--- src/rtl/req2send_pkg.sv ---
// Shared defaults and helpers for the multi-channel request-to-send responder.
package req2send_pkg;

   localparam int unsigned DefDataW = 8;
   localparam int unsigned DefNCh   = 4;

   // Channel id width; a single channel still gets a 1-bit id.
   function automatic int unsigned ch_w(input int unsigned n);
      return ($clog2(n) < 1) ? 1 : $clog2(n);
   endfunction

endpackage

--- src/rtl/req2send_mc_if.sv ---
// Producer/consumer bundle between the channel producers and the responder.
interface req2send_mc_if #(
   parameter int unsigned DATA_W = 8,
   parameter int unsigned N_CH   = 4
) ();
   import req2send_pkg::*;

   localparam int unsigned CH_W = ch_w(N_CH);

   logic [N_CH-1:0]        request;
   logic [N_CH*DATA_W-1:0] source_data;
   logic                   clear_ovf;
   logic [N_CH-1:0]        req_busy;
   logic                   ack;
   logic [CH_W-1:0]        ack_ch;
   logic [DATA_W-1:0]      data_out;
   logic [N_CH-1:0]        ovf;

   modport master (
      output request, source_data, clear_ovf,
      input  req_busy, ack, ack_ch, data_out, ovf
   );

   modport slave (
      input  request, source_data, clear_ovf,
      output req_busy, ack, ack_ch, data_out, ovf
   );

endinterface

--- src/rtl/rr_arbiter.sv ---
// Round-robin arbiter: one-hot grant to the first requester at or after ptr_i.
module rr_arbiter
   import req2send_pkg::*;
#(
   parameter int unsigned N = 4,
   localparam int unsigned CW = ch_w(N)
) (
   input  logic [N-1:0]  req_i,
   input  logic [CW-1:0] ptr_i,
   output logic [N-1:0]  grant_o,
   output logic [CW-1:0] gnt_idx_o
);

   logic        found;
   int unsigned tgt;

   // Visit channels in order ptr, ptr+1, ... mod N and grant the first requester.
   always_comb begin
      grant_o   = '0;
      gnt_idx_o = '0;
      found     = 1'b0;
      tgt       = 0;
      for (int unsigned k = 0; k < N; k++) begin
         tgt = (32'(ptr_i) + k) % N;
         for (int unsigned j = 0; j < N; j++) begin
            if (!found && (j == tgt) && req_i[j]) begin
               found      = 1'b1;
               grant_o[j] = 1'b1;
               gnt_idx_o  = CW'(j);
            end
         end
      end
   end

endmodule

--- src/rtl/req2send_mc.sv ---
// Multi-channel request-to-send responder: one-deep slot per channel, round-robin
// acknowledge of one captured word per cycle, sticky per-channel overflow flags.
module req2send_mc
   import req2send_pkg::*;
#(
   parameter int unsigned DATA_W = DefDataW,
   parameter int unsigned N_CH   = DefNCh
) (
   input logic           clk,
   input logic           reset,
   req2send_mc_if.slave  bus
);

   localparam int unsigned CH_W = ch_w(N_CH);

   typedef struct packed {
      logic              valid;
      logic [DATA_W-1:0] data;
   } slot_t;

   slot_t [N_CH-1:0] slot_q, slot_d;
   logic [CH_W-1:0]  rr_ptr_q, rr_ptr_d;
   logic [N_CH-1:0]  ovf_q, ovf_d;

   logic [N_CH-1:0]   valid;
   logic [N_CH-1:0]   grant;
   logic [N_CH-1:0]   busy;
   logic [N_CH-1:0]   drop;
   logic [CH_W-1:0]   gnt_idx;
   logic              ack;
   logic [DATA_W-1:0] data_out;

   // Unpack slot valid bits for the arbiter.
   always_comb begin
      valid = '0;
      for (int i = 0; i < N_CH; i++) begin
         valid[i] = slot_q[i].valid;
      end
   end

   rr_arbiter #(
      .N (N_CH)
   ) u_arb (
      .req_i     (valid),
      .ptr_i     (rr_ptr_q),
      .grant_o   (grant),
      .gnt_idx_o (gnt_idx)
   );

   // Acknowledge outputs from registered slots only; zero when nothing is granted.
   always_comb begin
      ack      = |grant;
      data_out = '0;
      for (int i = 0; i < N_CH; i++) begin
         if (grant[i]) begin
            data_out = slot_q[i].data;
         end
      end
      // A granted slot frees this cycle, so it can accept a new word.
      busy = valid & ~grant;
      drop = bus.request & busy;
   end

   // Slot capture/release, overflow and pointer next state.
   always_comb begin
      slot_d   = slot_q;
      rr_ptr_d = rr_ptr_q;
      for (int i = 0; i < N_CH; i++) begin
         if (bus.request[i] && (!slot_q[i].valid || grant[i])) begin
            slot_d[i].valid = 1'b1;
            slot_d[i].data  = bus.source_data[i*DATA_W +: DATA_W];
         end else if (grant[i]) begin
            slot_d[i].valid = 1'b0;
         end
      end
      // A new drop in the clear cycle still sets its flag.
      ovf_d = (bus.clear_ovf ? '0 : ovf_q) | drop;
      if (ack) begin
         rr_ptr_d = CH_W'((32'(gnt_idx) + 1) % N_CH);
      end
   end

   // State registers with synchronous reset; requests in the reset cycle are ignored.
   always_ff @(posedge clk) begin
      if (reset) begin
         slot_q   <= '0;
         rr_ptr_q <= '0;
         ovf_q    <= '0;
      end else begin
         slot_q   <= slot_d;
         rr_ptr_q <= rr_ptr_d;
         ovf_q    <= ovf_d;
      end
   end

   assign bus.ack      = ack;
   assign bus.ack_ch   = gnt_idx;
   assign bus.data_out = data_out;
   assign bus.req_busy = busy;
   assign bus.ovf      = ovf_q;

   a_grant_onehot: assert property (@(posedge clk) disable iff (reset) ack |-> $onehot(grant));

endmodule
--- src/flat_wrapper.sv ---
// flat-port wrapper written by rule: the top's interface ports become plain ports
module req2send_mc_flat import req2send_pkg::*;
#(
   parameter int unsigned DATA_W = DefDataW,
   parameter int unsigned N_CH   = DefNCh
)
  (clk, reset, bus_request, bus_source_data, bus_clear_ovf, bus_req_busy, bus_ack, bus_ack_ch, bus_data_out, bus_ovf);
  req2send_mc_if #(.DATA_W(DATA_W), .N_CH(N_CH)) bus_i ();
  input logic clk;
  input logic reset;
  input wire logic [$bits(bus_i.request)-1:0] bus_request;
  input wire logic [$bits(bus_i.source_data)-1:0] bus_source_data;
  input wire logic [$bits(bus_i.clear_ovf)-1:0] bus_clear_ovf;
  output wire logic [$bits(bus_i.req_busy)-1:0] bus_req_busy;
  output wire logic [$bits(bus_i.ack)-1:0] bus_ack;
  output wire logic [$bits(bus_i.ack_ch)-1:0] bus_ack_ch;
  output wire logic [$bits(bus_i.data_out)-1:0] bus_data_out;
  output wire logic [$bits(bus_i.ovf)-1:0] bus_ovf;
  assign bus_i.request = bus_request;
  assign bus_i.source_data = bus_source_data;
  assign bus_i.clear_ovf = bus_clear_ovf;
  assign bus_req_busy = bus_i.req_busy;
  assign bus_ack = bus_i.ack;
  assign bus_ack_ch = bus_i.ack_ch;
  assign bus_data_out = bus_i.data_out;
  assign bus_ovf = bus_i.ovf;
  req2send_mc #(.DATA_W(DATA_W), .N_CH(N_CH)) u_core (.clk(clk), .reset(reset), .bus(bus_i));
endmodule
--- config.mk ---
export PLATFORM = sky130hd
export DESIGN_NAME = req2send_mc_flat
export DESIGN_NICKNAME = d
export VERILOG_FILES = /design/src/rtl/req2send_pkg.sv /design/src/rtl/req2send_mc_if.sv /design/src/rtl/rr_arbiter.sv /design/src/rtl/req2send_mc.sv /design/src/flat_wrapper.sv
export SDC_FILE = /design/constraint.sdc
export NUM_CORES = 1
export LEC_CHECK = 0
export BUFFER_PORTS_ARGS = -buffer_cell sky130_fd_sc_hd__buf_4
export CORE_UTILIZATION = 45
export DETAILED_ROUTE_END_ITERATION = 7
export PLACE_DENSITY = 0.72
export REMOVE_ABC_BUFFERS = 1
export SYNTH_ARGS = -nofsm -noshare
export SYNTH_HDL_FRONTEND = slang
export SYNTH_SLANG_ARGS = --single-unit
--- constraint.sdc ---
create_clock -name clk -period 1.3 [get_ports clk]
set_input_delay 0.065 -clock clk [delete_from_list [all_inputs] [get_ports clk]]
set_output_delay 0.065 -clock clk [all_outputs]
set_load 0.1 [all_outputs]
Word level (Yosys, flattened, before mapping)
Cells that the tools add are included.
W data, S select, Z words.
{"block": "word_totals", "reg_bits": 42, "out_inout_bits": 19, "wordCells": 155}
{"block": "classes", "addsub": 4, "eq_ne": 12, "muxes": 58, "bitwise": 4, "reduce_logical": 67}
{"operator": "$logic_not A32 Y1", "n": 4}
{"operator": "$mux W1", "n": 39}
{"operator": "$logic_and A1 B1 Y1", "n": 35}
{"operator": "$mux W8", "n": 4}
{"operator": "$mux W2", "n": 14}
{"operator": "$logic_not A1 Y1", "n": 19}
{"operator": "$eq A2 B2 Y1 const A", "n": 8}
{"operator": "$and A4 B4 Y4", "n": 2}
{"operator": "$eq A1 B2 Y1 const A", "n": 4}
{"operator": "$reduce_bool A2 Y1", "n": 4}
{"operator": "$add A2 B1 Y2 const B", "n": 2}
{"operator": "$add A2 B2 Y2 const B", "n": 2}
{"operator": "$logic_or A1 B1 Y1", "n": 4}
{"operator": "$mux W4", "n": 1}
{"operator": "$not A4 Y4", "n": 1}
{"operator": "$or A4 B4 Y4", "n": 1}
{"operator": "$reduce_or A4 Y1", "n": 1}

Longest topological paths before layout
Gate-level depths: netlist of the first run.
{"block": "logic_depth", "ltp_word": 67, "depth_mapped": 6, "ltp_nobuf": 4}

Modules after synthesis
From an unflattened synthesis of the first run, not the netlist that was laid out.
{"block": "unflattened", "hier_cells": 254, "hier_area_um2": 2005.7}
{"module": "req2send_mc", "instances": 1, "cells_each": 224, "area_per_inst_um2": 1818.0, "seq_area_each_um2": 840.8}
{"module": "rr_arbiter", "instances": 1, "cells_each": 30, "area_per_inst_um2": 187.7, "seq_area_each_um2": 0.0}

Least setup slack after synthesis of the first run
Ideal clock, no wire load.
{"block": "synth_timing", "path_kind": "flip-flop to output port", "start": "register u_core.slot_q[26] (netlist bit)", "end": "output bus_data_out[0]", "t_arrival_ns": 3.336, "slack_ns": -2.101, "stages_incl_launch_ff": 6, "path_cell_list": "dfxtp_1 buf_6 a2bb2oi_2 o32ai_4 a22oi_1 a211oi_1"}
{"block": "synth_via", "elab_chain_len": 55, "elab_cells_between_ends": 71, "classes_between": "mux (31); reduce/logical (40)"}
{"item": "start: declaration", "line_no": "req2send_mc.sv:21", "source": "slot_t [N_CH-1:0] slot_q, slot_d;"}
{"item": "start signal: assignment", "line_no": "req2send_mc.sv:90", "source": "slot_q <= slot_d;"}
{"item": "$logic_and A1 B1 Y1", "line_no": "rr_arbiter.sv:26", "source": "if (!found && (j == tgt) && req_i[j]) begin"}
{"item": "$mux W1", "line_no": "rr_arbiter.sv:26"}
{"item": "$logic_not A1 Y1", "line_no": "rr_arbiter.sv:26"}
{"item": "$logic_and A1 B1 Y1 (2 in a row)", "line_no": "rr_arbiter.sv:26"}
{"item": "$mux W1", "line_no": "rr_arbiter.sv:26"}
{"item": "$logic_not A1 Y1", "line_no": "rr_arbiter.sv:26"}
{"item": "$logic_and A1 B1 Y1 (2 in a row)", "line_no": "rr_arbiter.sv:26"}
{"item": "$mux W1", "line_no": "rr_arbiter.sv:26"}
{"item": "[35 not listed]"}
{"item": "$mux W1", "line_no": "rr_arbiter.sv:26"}
{"item": "$logic_not A1 Y1", "line_no": "rr_arbiter.sv:26"}
{"item": "$logic_and A1 B1 Y1 (2 in a row)", "line_no": "rr_arbiter.sv:26"}
{"item": "$mux W1", "line_no": "rr_arbiter.sv:26"}
{"item": "$logic_not A1 Y1", "line_no": "rr_arbiter.sv:26"}
{"item": "$logic_and A1 B1 Y1 (2 in a row)", "line_no": "rr_arbiter.sv:26"}
{"item": "$mux W1", "line_no": "rr_arbiter.sv:26"}
{"item": "$mux W8 *", "line_no": "req2send_mc.sv:55", "source": "if (grant[i]) begin"}
{"item": "end: declaration", "line_no": "flat_wrapper.sv:17", "source": "output wire logic [$bits(bus_i.data_out)-1:0] bus_data_out;"}
Mark *: on every way between the ends. The rest lies on a longest branch, timed or not.

Worst setup path after layout of the first run
{"block": "layout_timing", "start": "register u_core.rr_ptr_q[1]", "end": "output bus_data_out[2]"}
{"block": "layout_via", "elab_chain_len": 64, "elab_cells_between_ends": 99, "classes_between": "add/sub (3); eq/ne (12); mux (34); reduce/logical (50)"}
{"item": "start: declaration", "line_no": "req2send_mc.sv:22", "source": "logic [CH_W-1:0] rr_ptr_q, rr_ptr_d;"}
{"item": "start signal: assignment", "line_no": "req2send_mc.sv:91", "source": "rr_ptr_q <= rr_ptr_d;"}
{"item": "$logic_not A32 Y1", "line_no": "rr_arbiter.sv:26"}
{"item": "$logic_and A1 B1 Y1", "line_no": "rr_arbiter.sv:26"}
{"item": "$mux W1", "line_no": "rr_arbiter.sv:26"}
{"item": "$logic_not A1 Y1", "line_no": "rr_arbiter.sv:26"}
{"item": "$logic_and A1 B1 Y1 (2 in a row)", "line_no": "rr_arbiter.sv:26"}
{"item": "$mux W1", "line_no": "rr_arbiter.sv:26"}
{"item": "$logic_not A1 Y1", "line_no": "rr_arbiter.sv:26"}
{"item": "$logic_and A1 B1 Y1 (2 in a row)", "line_no": "rr_arbiter.sv:26"}
{"item": "[44 not listed]"}
{"item": "$mux W1", "line_no": "rr_arbiter.sv:26"}
{"item": "$logic_not A1 Y1", "line_no": "rr_arbiter.sv:26"}
{"item": "$logic_and A1 B1 Y1 (2 in a row)", "line_no": "rr_arbiter.sv:26"}
{"item": "$mux W1", "line_no": "rr_arbiter.sv:26"}
{"item": "$logic_not A1 Y1", "line_no": "rr_arbiter.sv:26"}
{"item": "$logic_and A1 B1 Y1 (2 in a row)", "line_no": "rr_arbiter.sv:26"}
{"item": "$mux W1", "line_no": "rr_arbiter.sv:26"}
{"item": "$mux W8 *", "line_no": "req2send_mc.sv:55"}
Marks and branches as above.

==> impl_metrics.py, run 1 <==
metrics = {
    "power": {
        "p_per_area_mw_per_mm2": 1180,
        "power_mw": 4.57,
        "seqPwrFrac_pct": 32.2,
        "p_leak_nw": 1.64,
        "p_int_mw": 2.69,
        "comb_power_share_pct": 46.9,
        "pwr-share-clk_pct": 21.0,
        "switchingPower_mw": 1.89,
        "ir_worst_vdd_mv": 0.938,
        "netSwitchingFraction_pct": 41.2,
    },
    "synth": {
        "ys_seq_area_share_pct": 37.7,
        "synthDistinctLibCells": 46,
        "synthTopCellsByCount": "dfxtp_1 (42), nand2_1 (35), mux2i_1 (24)",
        "yosys.area_share.simple_pct": 17.3,
        "ys_warn_count": 0,
        "synthXorXnorAreaFrac_pct": 0,
        "synth_adder_area_share_pct": 0,
        "synthCells": 251,
        "synthTopCellsByArea": "dfxtp_1 (38%), mux2i_1 (11%), nand2_1 (5.9%), a211oi_1 (5.4%), buf_6 (4.0%)",
        "synth_most_common_cell": "dfxtp_1",
        "synth_enable_flop_cells": 0,
        "netlist_area_mm2": 0.00223,
        "ys_ff_latch": 42,
        "synth_compound_area_share_pct": 25.8,
        "synthArstFlopShare_pct": 0,
        "synth_ff_type": "dfxtp_1",
        "synth_mux_area_share_pct": 10.8,
        "synth.avg_cell_area_um2": 8.89,
        "netlist.area_leader.share_pct": 37.7,
        "synth_largest_area_cell": "dfxtp_1",
        "synth_top_family_by_area": "compound AO/OA/AOI/OAI gates",
    },
    "cts": {
        "clk_pin_slew_ns": 0.10,
        "cts_htree_levels": 2,
        "cts_buffers": 5,
        "cts.sinks": 42,
        "cts_root_buf": "clkbuf_8",
        "cts_tree": "yes",
        "clock_latency_ns": 0.32,
        "clk_path_buf_depth": 2,
    },
    "place": {
        "io_buffers": 57,
        "place_area_mm2": 0.00298,
        "gp_congestion": 0.909,
        "post-dp-hpwl_mm": 4.42,
    },
    "setup_path": {
        "r2r_cells": 9,
        "start_kind": "register",
        "ff2ff_setup_slack_ns": -0.43,
        "worstReg2RegEnd": "u_core.rr_ptr_q[1]$_SDFFE_PP0P_",
        "crit_arrival_ns": 2.00,
        "r2r_start": "u_core.slot_q[26]$_SDFFE_PP0P_",
        "cp_top_family": "compound AO/OA/AOI/OAI gates",
        "cp-end-kind": "output port",
        "path_cells": "buf_12 > a21oi_4 > o211a_4 > buf_6 > a22oi_2 > a211oi_2 > buf_6",
        "cp_slowest_cell": "dfxtp_4",
        "worstSetupPathType": "reg -> out",
        "slowest_delay_ns": 0.39,
        "crit_required_ns": 1.24,
        "timing.critical_path.buf_inv": 3,
        "cp_common_cell": "buf_6",
        "cp_num_cells": 7,
        "worstPathMaxFanout": 6,
    },
    "drt": {
        "totalWireLength_mm": 7.50,
        "detail-route-antenna-nets": 0,
        "dr.first_iter.drc_count": 128,
        "vias_per_cell": 5.44,
        "wl_per_cell_um": 17.2,
        "vias": 2377,
        "dr.pass1.iters": 4,
        "drc": 0,
    },
    "cells_and_area": {
        "nNetsFinal": 408,
        "drive_gt1_share_pct": 51.1,
        "antenna_cells": 0,
        "nFillCells": 283,
        "syn_to_final_growth_pct": 73.7,
        "finish.utilization_pct": 81.6,
        "final_area_mm2": 0.00388,
    },
    "status": {
        "failed_checks": "setup timing",
        "status": "finished, violations left",
    },
    "hold_path": {
        "hold_end": "u_core.slot_q[1]$_SDFFE_PP0P_",
        "min_from": "bus_source_data[1]",
        "holdPathStages": 3,
        "min_path_type": "in -> reg",
    },
    "timing": {
        "setup_violations": 57,
        "hold_ws_ns": 0.000920,
        "slew_violations": 0,
        "layout_setup_ws_ns": -0.767,
        "fin_crit_sh_pct": 159,
        "clock.fmax_mhz": 484,
        "period_needed_ns": 2.07,
        "finClkSkew_ns": 0.00771,
        "finalHoldViolations": 0,
        "fin_setup_tns_ns": -18.03,
        "worst_pin_slew_ns": 0.372,
        "rsz0062_at_grt": "true",
        "relSlewSlack_pct": 75.1,
    },
    "die": {
        "fp.coreArea_mm2": 0.00475,
        "die_width_um": 72.4,
        "initial_core_util_pct": 46.9,
        "rows": 25,
        "dieArea_mm2": 0.00525,
        "die_h_um": 72.4,
        "ios": 58,
    },
    "global_routing": {
        "grt_max_degree": 37,
        "grt_pass1_vias": 2448,
        "grt_pass1_wl_mm": 11.7,
        "antenna_found_initial": 0,
        "gr-total-overflow": 0,
        "track_usage_pct": 29.8,
    },
    "run": {
        "drv_cap": 0,
    },
}
-- kinds of logic after synthesis --
logic type | after synthesis
AND/OR/NAND/NOR | 83
buffers and inverters | 28
flip-flops | 42
AO/OA/AOI/OAI | 74
multiplexers | 24
-- worst reg2reg max path, stage by stage, from the launching register on --
cell and delay, ns:
dfxtp_4 0.40, buf_12 0.14, buf_6 0.11, nor2_4 0.15, o21ai_4 0.11, buf_6 0.14
or2_4 0.27, buf_6 0.12, buf_6 0.11, o311a_1 0.09
-- cell usage in the layout (no fill, tap or decap), types with 9 or more instances in the layout --
cell type,instances
a21oi_1,9
buf_12,13
buf_4,69
buf_6,30
dfxtp_1,36
dlygate4sd3_1,17
mux2i_1,23
nand2_1,34
nor2_1,13
-- repair_timing --
action,4_1_cts,5_1_grt
hold buffers,16,1
gates resized for setup,91,44
pin swaps,21,13
endpoints found under the setup margin,57,57
gates cloned,2,0
endpoints found under the hold margin,16,1
buffers inserted,10,4
-- sequential cells by signal, summed over array words and instances, names as in the netlist --
| name | count |
|---|---|
| u_core.slot_q | 36 |
| u_core.bus.ovf | 4 |
| u_core.rr_ptr_q | 2 |
-- cell type report --
cell class | count | area [um2] | area share, %
clock buffers | 5 | 68.8 | 1.77
clock inverters | 3 | 26.3 | 0.678
multi-input cells | 182 | 1500 | 38.6
repair buffers | 130 | 1300 | 33.6
inverters | 8 | 36.3 | 0.936
well taps | 67 | 83.8 | 2.16
flip-flops and latches | 42 | 863 | 22.3
-- worst max-delay path by stage --
stage / slack, ns / to / startpoint
CTS: -0.70 / bus_data_out[2] / u_core.slot_q[8]$_SDFFE_PP0P_
floorplan: -2.39 / bus_data_out[0] / u_core.slot_q[8]$_SDFFE_PP0P_
global route: -0.81 / bus_data_out[1] / u_core.rr_ptr_q[1]$_SDFFE_PP0P_
detailed placement: -0.58 / bus_data_out[6] / u_core.slot_q[26]$_SDFFE_PP0P_
finish: -0.77 / bus_data_out[2] / u_core.rr_ptr_q[1]$_SDFFE_PP0P_
global placement: -0.54 / bus_data_out[6] / u_core.slot_q[26]$_SDFFE_PP0P_
-- routing by layer --
metal	vias to the layer above	wire length, um	global-route usage, %
met5	-	0	0
met2	82	3970	54.2
met4	0	262	12.6
li1	1138	-	-
met1	1132	2980	33.6
met3	25	286	5.97
-- power groups by stage --
stage | combinational [mW] | clock (mW) | sequential (mW)
3_3_place_gp | 1.58 | 0 | 1.48
4_1_cts | 1.98 | 0.956 | 1.46
5_1_grt | 2.23 | 1.03 | 1.48
2_1_floorplan | 0.968 | 0 | 1.52
3_5_place_dp | 1.61 | 0 | 1.48
6_report | 2.14 | 0.958 | 1.47
-- per-stage QoR --
stage          setup slack (ns)  std cells
2_1_floorplan             -2.39        231
3_3_place_gp             -0.544        399
3_5_place_dp             -0.577        399
4_1_cts                  -0.697        433
5_1_grt                  -0.805        437
6_report                 -0.767        437
No activity file was read; power rests on OpenSTA's default activity.
==> run 2: changes to the inputs <==
--- a/config.mk
+++ b/config.mk
@@ -10,6 +10,7 @@
 export DETAILED_ROUTE_END_ITERATION = 7
 export PLACE_DENSITY = 0.72
 export REMOVE_ABC_BUFFERS = 1
+export SETUP_SLACK_MARGIN = 0.2
 export SYNTH_ARGS = -nofsm -noshare
 export SYNTH_HDL_FRONTEND = slang
 export SYNTH_SLANG_ARGS = --single-unit
==> run 2 against run 1 <==
Compared with the run above:
- the run ends with hold timing, setup timing left
- register-to-register slack got worse by 0.11 ns
- global-route usage rose by 1.5 points
- critical endpoint is now bus_data_out[6]
- sequential cell count did not move
- setup slack got worse by 0.037 ns
==> impl_metrics.py, run 2 (same netlist as run 1, synthesis figures left out) <==
metrics = {
    "setup_path": {
        "crit_required_ns": 1.24,
        "timing.critical_path.buf_inv": 2,
        "path_cells": "a2bb2oi_4 > o32ai_4 > buf_12 > a22oi_2 > a211oi_2 > buf_6",
        "r2r_cells": 12,
        "r2r_start": "u_core.slot_q[26]$_SDFFE_PP0P_",
        "startpoint": "u_core.slot_q[17]$_SDFFE_PP0P_",
        "worstPathMaxFanout": 9,
        "worstReg2RegEnd": "u_core.slot_q[34]$_SDFFE_PP0P_",
        "slowest_delay_ns": 0.38,
        "cp-end-kind": "output port",
        "cp_top_family": "compound AO/OA/AOI/OAI gates",
        "cp_num_cells": 6,
        "cp_slowest_cell": "dfxtp_4",
        "start_kind": "register",
        "ff2ff_setup_slack_ns": -0.54,
        "critPathCapture": "bus_data_out[6]",
        "crit_arrival_ns": 2.04,
        "worstSetupPathType": "reg -> out",
    },
    "cts": {
        "cts_tree": "yes",
        "cts_root_buf": "clkbuf_8",
        "clk_path_buf_depth": 2,
        "cts.sinks": 42,
        "clock_latency_ns": 0.32,
        "cts_htree_levels": 2,
        "clk_pin_slew_ns": 0.10,
        "cts_buffers": 5,
    },
    "cells_and_area": {
        "syn_to_final_growth_pct": 81.5,
        "final_common_cell": "buf_4",
        "final_cells": 444,
        "nFillCells": 255,
        "regMostFlops": "u_core.slot_q",
        "antenna_cells": 0,
        "drive_gt1_share_pct": 53.8,
        "multiInputGateArea_mm2": 0.00156,
        "nNetsFinal": 415,
        "finish.utilization_pct": 85.2,
        "final_cell_mix": "buf_4 (66), buf_6 (37), dfxtp_1 (36), nand2_1 (33), mux2i_1 (23)",
        "regArea_um2": 863,
        "largest_reg_flops": 36,
    },
    "timing": {
        "worst_pin_slew_ns": 0.481,
        "hold_ws_ns": -0.0138,
        "finClkSkew_ns": 0.0118,
        "fin_setup_tns_ns": -22.65,
        "clock.fmax_mhz": 475,
        "slew_violations": 0,
        "layout_setup_ws_ns": -0.804,
        "relSlewSlack_pct": 67.8,
        "finalHoldViolations": 3,
        "setup_violations": 57,
        "period_needed_ns": 2.10,
        "fin_crit_sh_pct": 162,
        "rsz0062_at_grt": "true",
    },
    "die": {
        "dieArea_mm2": 0.00525,
        "fp.coreArea_mm2": 0.00475,
        "die_width_um": 72.4,
        "initial_core_util_pct": 46.9,
        "die_h_um": 72.4,
        "rows": 25,
        "ios": 58,
    },
    "global_routing": {
        "grt_max_degree": 37,
        "grt_pass1_wl_mm": 12.2,
        "gr-total-overflow": 0,
        "grt_pass1_vias": 2498,
        "track_usage_pct": 31.3,
        "antenna_found_initial": 0,
    },
    "drt": {
        "vias": 2491,
        "detail-route-antenna-nets": 0,
        "dr.pass1.iters": 4,
        "vias_per_cell": 5.61,
        "dr.first_iter.drc_count": 135,
        "totalWireLength_mm": 8.68,
        "drc": 0,
        "wl_per_cell_um": 19.6,
    },
    "place": {
        "post-dp-hpwl_mm": 4.42,
        "io_buffers": 57,
        "gp_congestion": 0.909,
        "dp.cells": 399,
    },
    "power": {
        "ir_worst_vdd_mv": 0.957,
        "p_leak_nw": 1.71,
        "p_per_area_mw_per_mm2": 1170,
    },
    "status": {
        "status": "finished, violations left",
        "failed_checks": "hold timing, setup timing",
    },
    "run": {
        "drv_cap": 0,
    },
    "hold_path": {
        "min_path_type": "in -> reg",
    },
}
run 2: what timing repair did:
item | 4_1_cts | 5_1_grt
pin swaps | 26 | 15
hold endpoints to repair | 16 | 1
buffers inserted | 9 | 9
gates resized for setup | 124 | 36
hold buffers | 16 | 1
gates cloned | 2 | 0
endpoints found under the setup margin | 57 | 57
run 2: report_power, final:
group / switching [mW] / internal (mW)
clock network: 0.570 / 0.400
registers: 0.0902 / 1.38
logic: 1.31 / 0.974
run 2: area by class of cell:
type / count / area share [%]
inverter: 8 / 0.803
clock inverter: 3 / 0.649
sequential: 42 / 21.3
clock buffer: 5 / 1.70
multi-input combinational: 182 / 38.6
tap: 67 / 2.07
timing repair buffer: 137 / 34.9
run 2: how the worst min path moves through the flow:
stage          cells after the start                             end           startpoint
3_3_place_gp                       3  u_core.slot_q[12]$_SDFFE_PP0P_  bus_source_data[11]
3_5_place_dp                       3  u_core.slot_q[14]$_SDFFE_PP0P_  bus_source_data[13]
4_1_cts                            3   u_core.slot_q[1]$_SDFFE_PP0P_   bus_source_data[1]
2_1_floorplan                      1    u_core.bus.ovf[1]$_SDFF_PP0_                reset
6_report                           3  u_core.slot_q[22]$_SDFFE_PP0P_  bus_source_data[20]
5_1_grt                            3  u_core.slot_q[27]$_SDFFE_PP0P_  bus_source_data[24]
run 2: worst reg2reg max path: stages (launching register included):
cell and delay, ns:
dfxtp_4 0.40, buf_12 0.14, buf_8 0.11, nor2_4 0.16, buf_6 0.12, buf_6 0.08
buf_6 0.08, buf_6 0.08, buf_6 0.10, o21ai_4 0.06, buf_6 0.14, o21ai_1 0.16
a21oi_1 0.09
run 2: metal layers:
layer  track usage (%)  vias up  routed length [um]
met1              33.4     1196                3340
met2              59.3      107                4590
met4              13.1        0                 367
li1                  -     1152                   -
met3              6.11       36                 385
met5                 0        -                   0
run 2: per-stage QoR:
stage,setup WS (ns),instance area [um2],hold WS (ns),power (mW)
finish,-0.804,4050,-0.0138,4.73
global route,-0.872,4050,0.000566,4.89
CTS,-0.692,3790,0.00190,4.47
detailed placement,-0.577,2980,0.306,3.09
global placement,-0.544,2980,0.296,3.06
floorplan,-2.39,2070,0.134,2.49
==> run 3: changes to the inputs <==
--- a/config.mk
+++ b/config.mk
@@ -5,6 +5,7 @@
 export SDC_FILE = /design/constraint.sdc
 export NUM_CORES = 1
 export LEC_CHECK = 0
+export ABC_AREA = 1
 export BUFFER_PORTS_ARGS = -buffer_cell sky130_fd_sc_hd__buf_4
 export CORE_UTILIZATION = 45
 export DETAILED_ROUTE_END_ITERATION = 7
==> run 3 against run 2 <==
Compared with the run above:
- the run ends with setup timing left
- via count is 0.40% higher
- total power is 86% higher
- clock skew decreased by 0.0035 ns
- routed wire length down 19%
- cell count up 11%
- first-iteration DRC count shrank 21%
- combinational power rose to 2.6 times the previous value
- highest routed layer unchanged
==> impl_metrics.py, run 3 <==
metrics = {
    "synth": {
        "netlist_area_mm2": 0.00222,
        "synthTopCellsByArea": "dfxtp_1 (38%), nand2_1 (12%), nor2_1 (10%), nand3b_1 (5.7%), a21oi_1 (5.0%)",
        "synthDistinctLibCells": 30,
        "synth.avg_cell_area_um2": 7.05,
        "synth_enable_flop_cells": 0,
        "synth_ff_type": "dfxtp_1",
        "synthTopCellsByCount": "nand2_1 (71), nor2_1 (62), dfxtp_1 (42)",
        "netlist.area_leader.share_pct": 37.9,
        "ys_warn_count": 0,
        "synthCells": 315,
        "ys_seq_area_share_pct": 37.9,
        "synthArstFlopShare_pct": 0,
        "synth_largest_area_cell": "dfxtp_1",
        "ys_ff_latch": 42,
        "synth_most_common_cell": "nand2_1",
    },
    "die": {
        "die_h_um": 72.3,
        "ios": 58,
        "dieArea_mm2": 0.00522,
        "die_width_um": 72.3,
        "initial_core_util_pct": 47.0,
        "rows": 25,
        "fp.coreArea_mm2": 0.00472,
    },
    "cells_and_area": {
        "antenna_cells": 0,
        "nFillCells": 327,
        "largest_reg_flops": 36,
        "regArea_um2": 848,
        "final_common_cell": "buf_4",
        "multiInputGateArea_mm2": 0.00146,
        "nNetsFinal": 462,
        "regMostFlops": "u_core.slot_q",
        "syn_to_final_growth_pct": 65.6,
        "final_cells": 491,
        "finish.utilization_pct": 77.9,
        "drive_gt1_share_pct": 41.7,
        "final_cell_mix": "buf_4 (80), nand2_1 (63), nor2_1 (56), dfxtp_1 (40), a21oi_1 (20)",
    },
    "drt": {
        "totalWireLength_mm": 7.03,
        "dr.first_iter.drc_count": 106,
        "vias": 2501,
        "dr.pass1.iters": 4,
        "drc": 0,
        "detail-route-antenna-nets": 0,
        "vias_per_cell": 5.09,
        "wl_per_cell_um": 14.3,
    },
    "hold_path": {
        "hold_end": "u_core.slot_q[14]$_SDFFE_PP0P_",
        "min_path_type": "in -> reg",
        "min_from": "bus_source_data[13]",
        "holdPathStages": 3,
    },
    "setup_path": {
        "cp-end-kind": "output port",
        "crit_required_ns": 1.24,
        "worstPathMaxFanout": 7,
        "ff2ff_setup_slack_ns": -0.91,
        "r2r_start": "u_core.rr_ptr_q[1]$_SDFFE_PP0P_",
        "path_cells": "inv_4 > nand3_4 > nand2_4 > nor2_4 > nand4_4 > nor2_4 > nand4_4 > nor2_8 > a21oi_2 > buf_4 > nand2_8 > buf_4 > inv_1 > buf_6",
        "slowest_delay_ns": 0.42,
        "crit_arrival_ns": 2.32,
        "cp_slowest_cell": "dfxtp_4",
        "worstReg2RegEnd": "u_core.slot_q[15]$_SDFFE_PP0P_",
        "worstSetupPathType": "reg -> out",
        "start_kind": "register",
        "r2r_cells": 16,
    },
    "place": {
        "dp.cells": 464,
        "gp_congestion": 0.895,
        "io_buffers": 57,
        "post-dp-hpwl_mm": 4.40,
    },
    "global_routing": {
        "track_usage_pct": 27.5,
        "use_met3_pct": 4.86,
        "grt_max_degree": 36,
        "antenna_found_initial": 0,
        "grt_pass1_vias": 2421,
        "grt_pass1_wl_mm": 10.9,
        "busiest_layer": "met2",
        "grtUsageMet1_pct": 31.5,
        "gr-usage-met2_pct": 51.2,
        "gr-total-overflow": 0,
    },
    "timing": {
        "fin_crit_sh_pct": 183,
        "period_needed_ns": 2.38,
        "setup_violations": 57,
        "rsz0062_at_grt": "true",
        "fin_setup_tns_ns": -49.09,
        "finalHoldViolations": 0,
        "clock.fmax_mhz": 419,
        "layout_setup_ws_ns": -1.08,
        "finClkSkew_ns": 0.00831,
        "worst_pin_slew_ns": 0.394,
        "hold_ws_ns": 0.00425,
        "slew_violations": 0,
        "relSlewSlack_pct": 73.7,
    },
    "cts": {
        "cts.sinks": 42,
        "clk_path_buf_depth": 2,
        "cts_buffers": 5,
        "clk_pin_slew_ns": 0.09,
        "cts_htree_levels": 2,
        "cts_root_buf": "clkbuf_8",
        "cts_tree": "yes",
        "clock_latency_ns": 0.30,
    },
    "status": {
        "failed_checks": "setup timing",
        "status": "finished, violations left",
    },
    "power": {
        "p_per_area_mw_per_mm2": 2390,
        "power_mw": 8.79,
        "p_leak_nw": 1.66,
        "ir_worst_vdd_mv": 2.43,
    },
    "run": {
        "drv_cap": 0,
    },
}
## run 3: cell count changes after synthesis, moves of 7 or more
cell	delta
buf_6	-7
mux2i_1	-24
nand2_1	+36
a22oi_1	-8
o21ai_0	+8
nand3b_1	+16
inv_1	+16
nand4_1	+8
a211oi_1	-16
nor2_1	+47
## run 3: critical path, delay by kind of cell (launching register included)
| family | cells | cell delay [ns] |
|---|---|---|
| buf+inv | 5 | 0.58 |
| simple gates | 8 | 0.92 |
| compound gates | 1 | 0.09 |
| flops | 1 | 0.42 |
## run 3: metal layers
| layer | wire length, um | vias to the layer above | part of all wire [%] |
|---|---|---|---|
| met1 | 2840 | 1133 | 40 |
| met3 | 337 | 22 | 4.8 |
| met5 | 0 | - | 0 |
| met2 | 3640 | 94 | 52 |
| met4 | 216 | 0 | 3.1 |
| li1 | - | 1252 | - |
## run 3: per-stage QoR
stage,setup WS (ns),area (um2)
after floorplan,-1.17,2160
after global placement,-0.933,2980
after detailed placement,-0.958,2980
after CTS,-1.13,3560
after global routing,-1.23,3680
final,-1.08,3680
## run 3: power breakdown
group          switching (mW)  internal, mW  total [mW]
clock network           0.494         0.585        1.08
logic                    3.77          2.24        6.01
registers               0.192          1.50        1.69
total                    4.46          4.32        8.79
## run 3: final cells by class
| cell class | instances | area share [%] |
|---|---|---|
| inverters | 27 | 3.20 |
| clock inverters | 3 | 1.33 |
| multi-input cells | 239 | 39.6 |
| well taps | 67 | 2.28 |
| repair buffers | 108 | 28.6 |
| clock buffers | 5 | 1.87 |
| flip-flops and latches | 42 | 23.1 |
## run 3: logic make-up (layout without fill, tap and decap cells)
logic type      Yosys count  in the layout  share of synthesized area, %
flops                    42             42                          37.9
compound gates           44             44                          10.4
simple gates            192            195                          44.5
buf+inv                  37            143                          7.27
## run 3: how the worst max path moves through the flow
| stage | from | endpoint | slack [ns] |
|---|---|---|---|
| 2_1_floorplan | u_core.rr_ptr_q[0]$_SDFFE_PP0P_ | bus_data_out[0] | -1.17 |
| 4_1_cts | u_core.rr_ptr_q[0]$_SDFFE_PP0P_ | bus_data_out[2] | -1.13 |
| 5_1_grt | u_core.rr_ptr_q[0]$_SDFFE_PP0P_ | bus_data_out[1] | -1.23 |
| 3_3_place_gp | u_core.rr_ptr_q[1]$_SDFFE_PP0P_ | bus_data_out[6] | -0.93 |
| 3_5_place_dp | u_core.rr_ptr_q[1]$_SDFFE_PP0P_ | bus_data_out[4] | -0.96 |
| 6_report | u_core.rr_ptr_q[1]$_SDFFE_PP0P_ | bus_req_busy[0] | -1.08 |
## run 3: what timing repair did
action	CTS	global route
hold endpoints to repair	10	0
gates resized for setup	103	23
buffers inserted	8	2
setup endpoints to repair	57	57
cloned	4	0
hold buffers	5	0
pin swaps	14	15
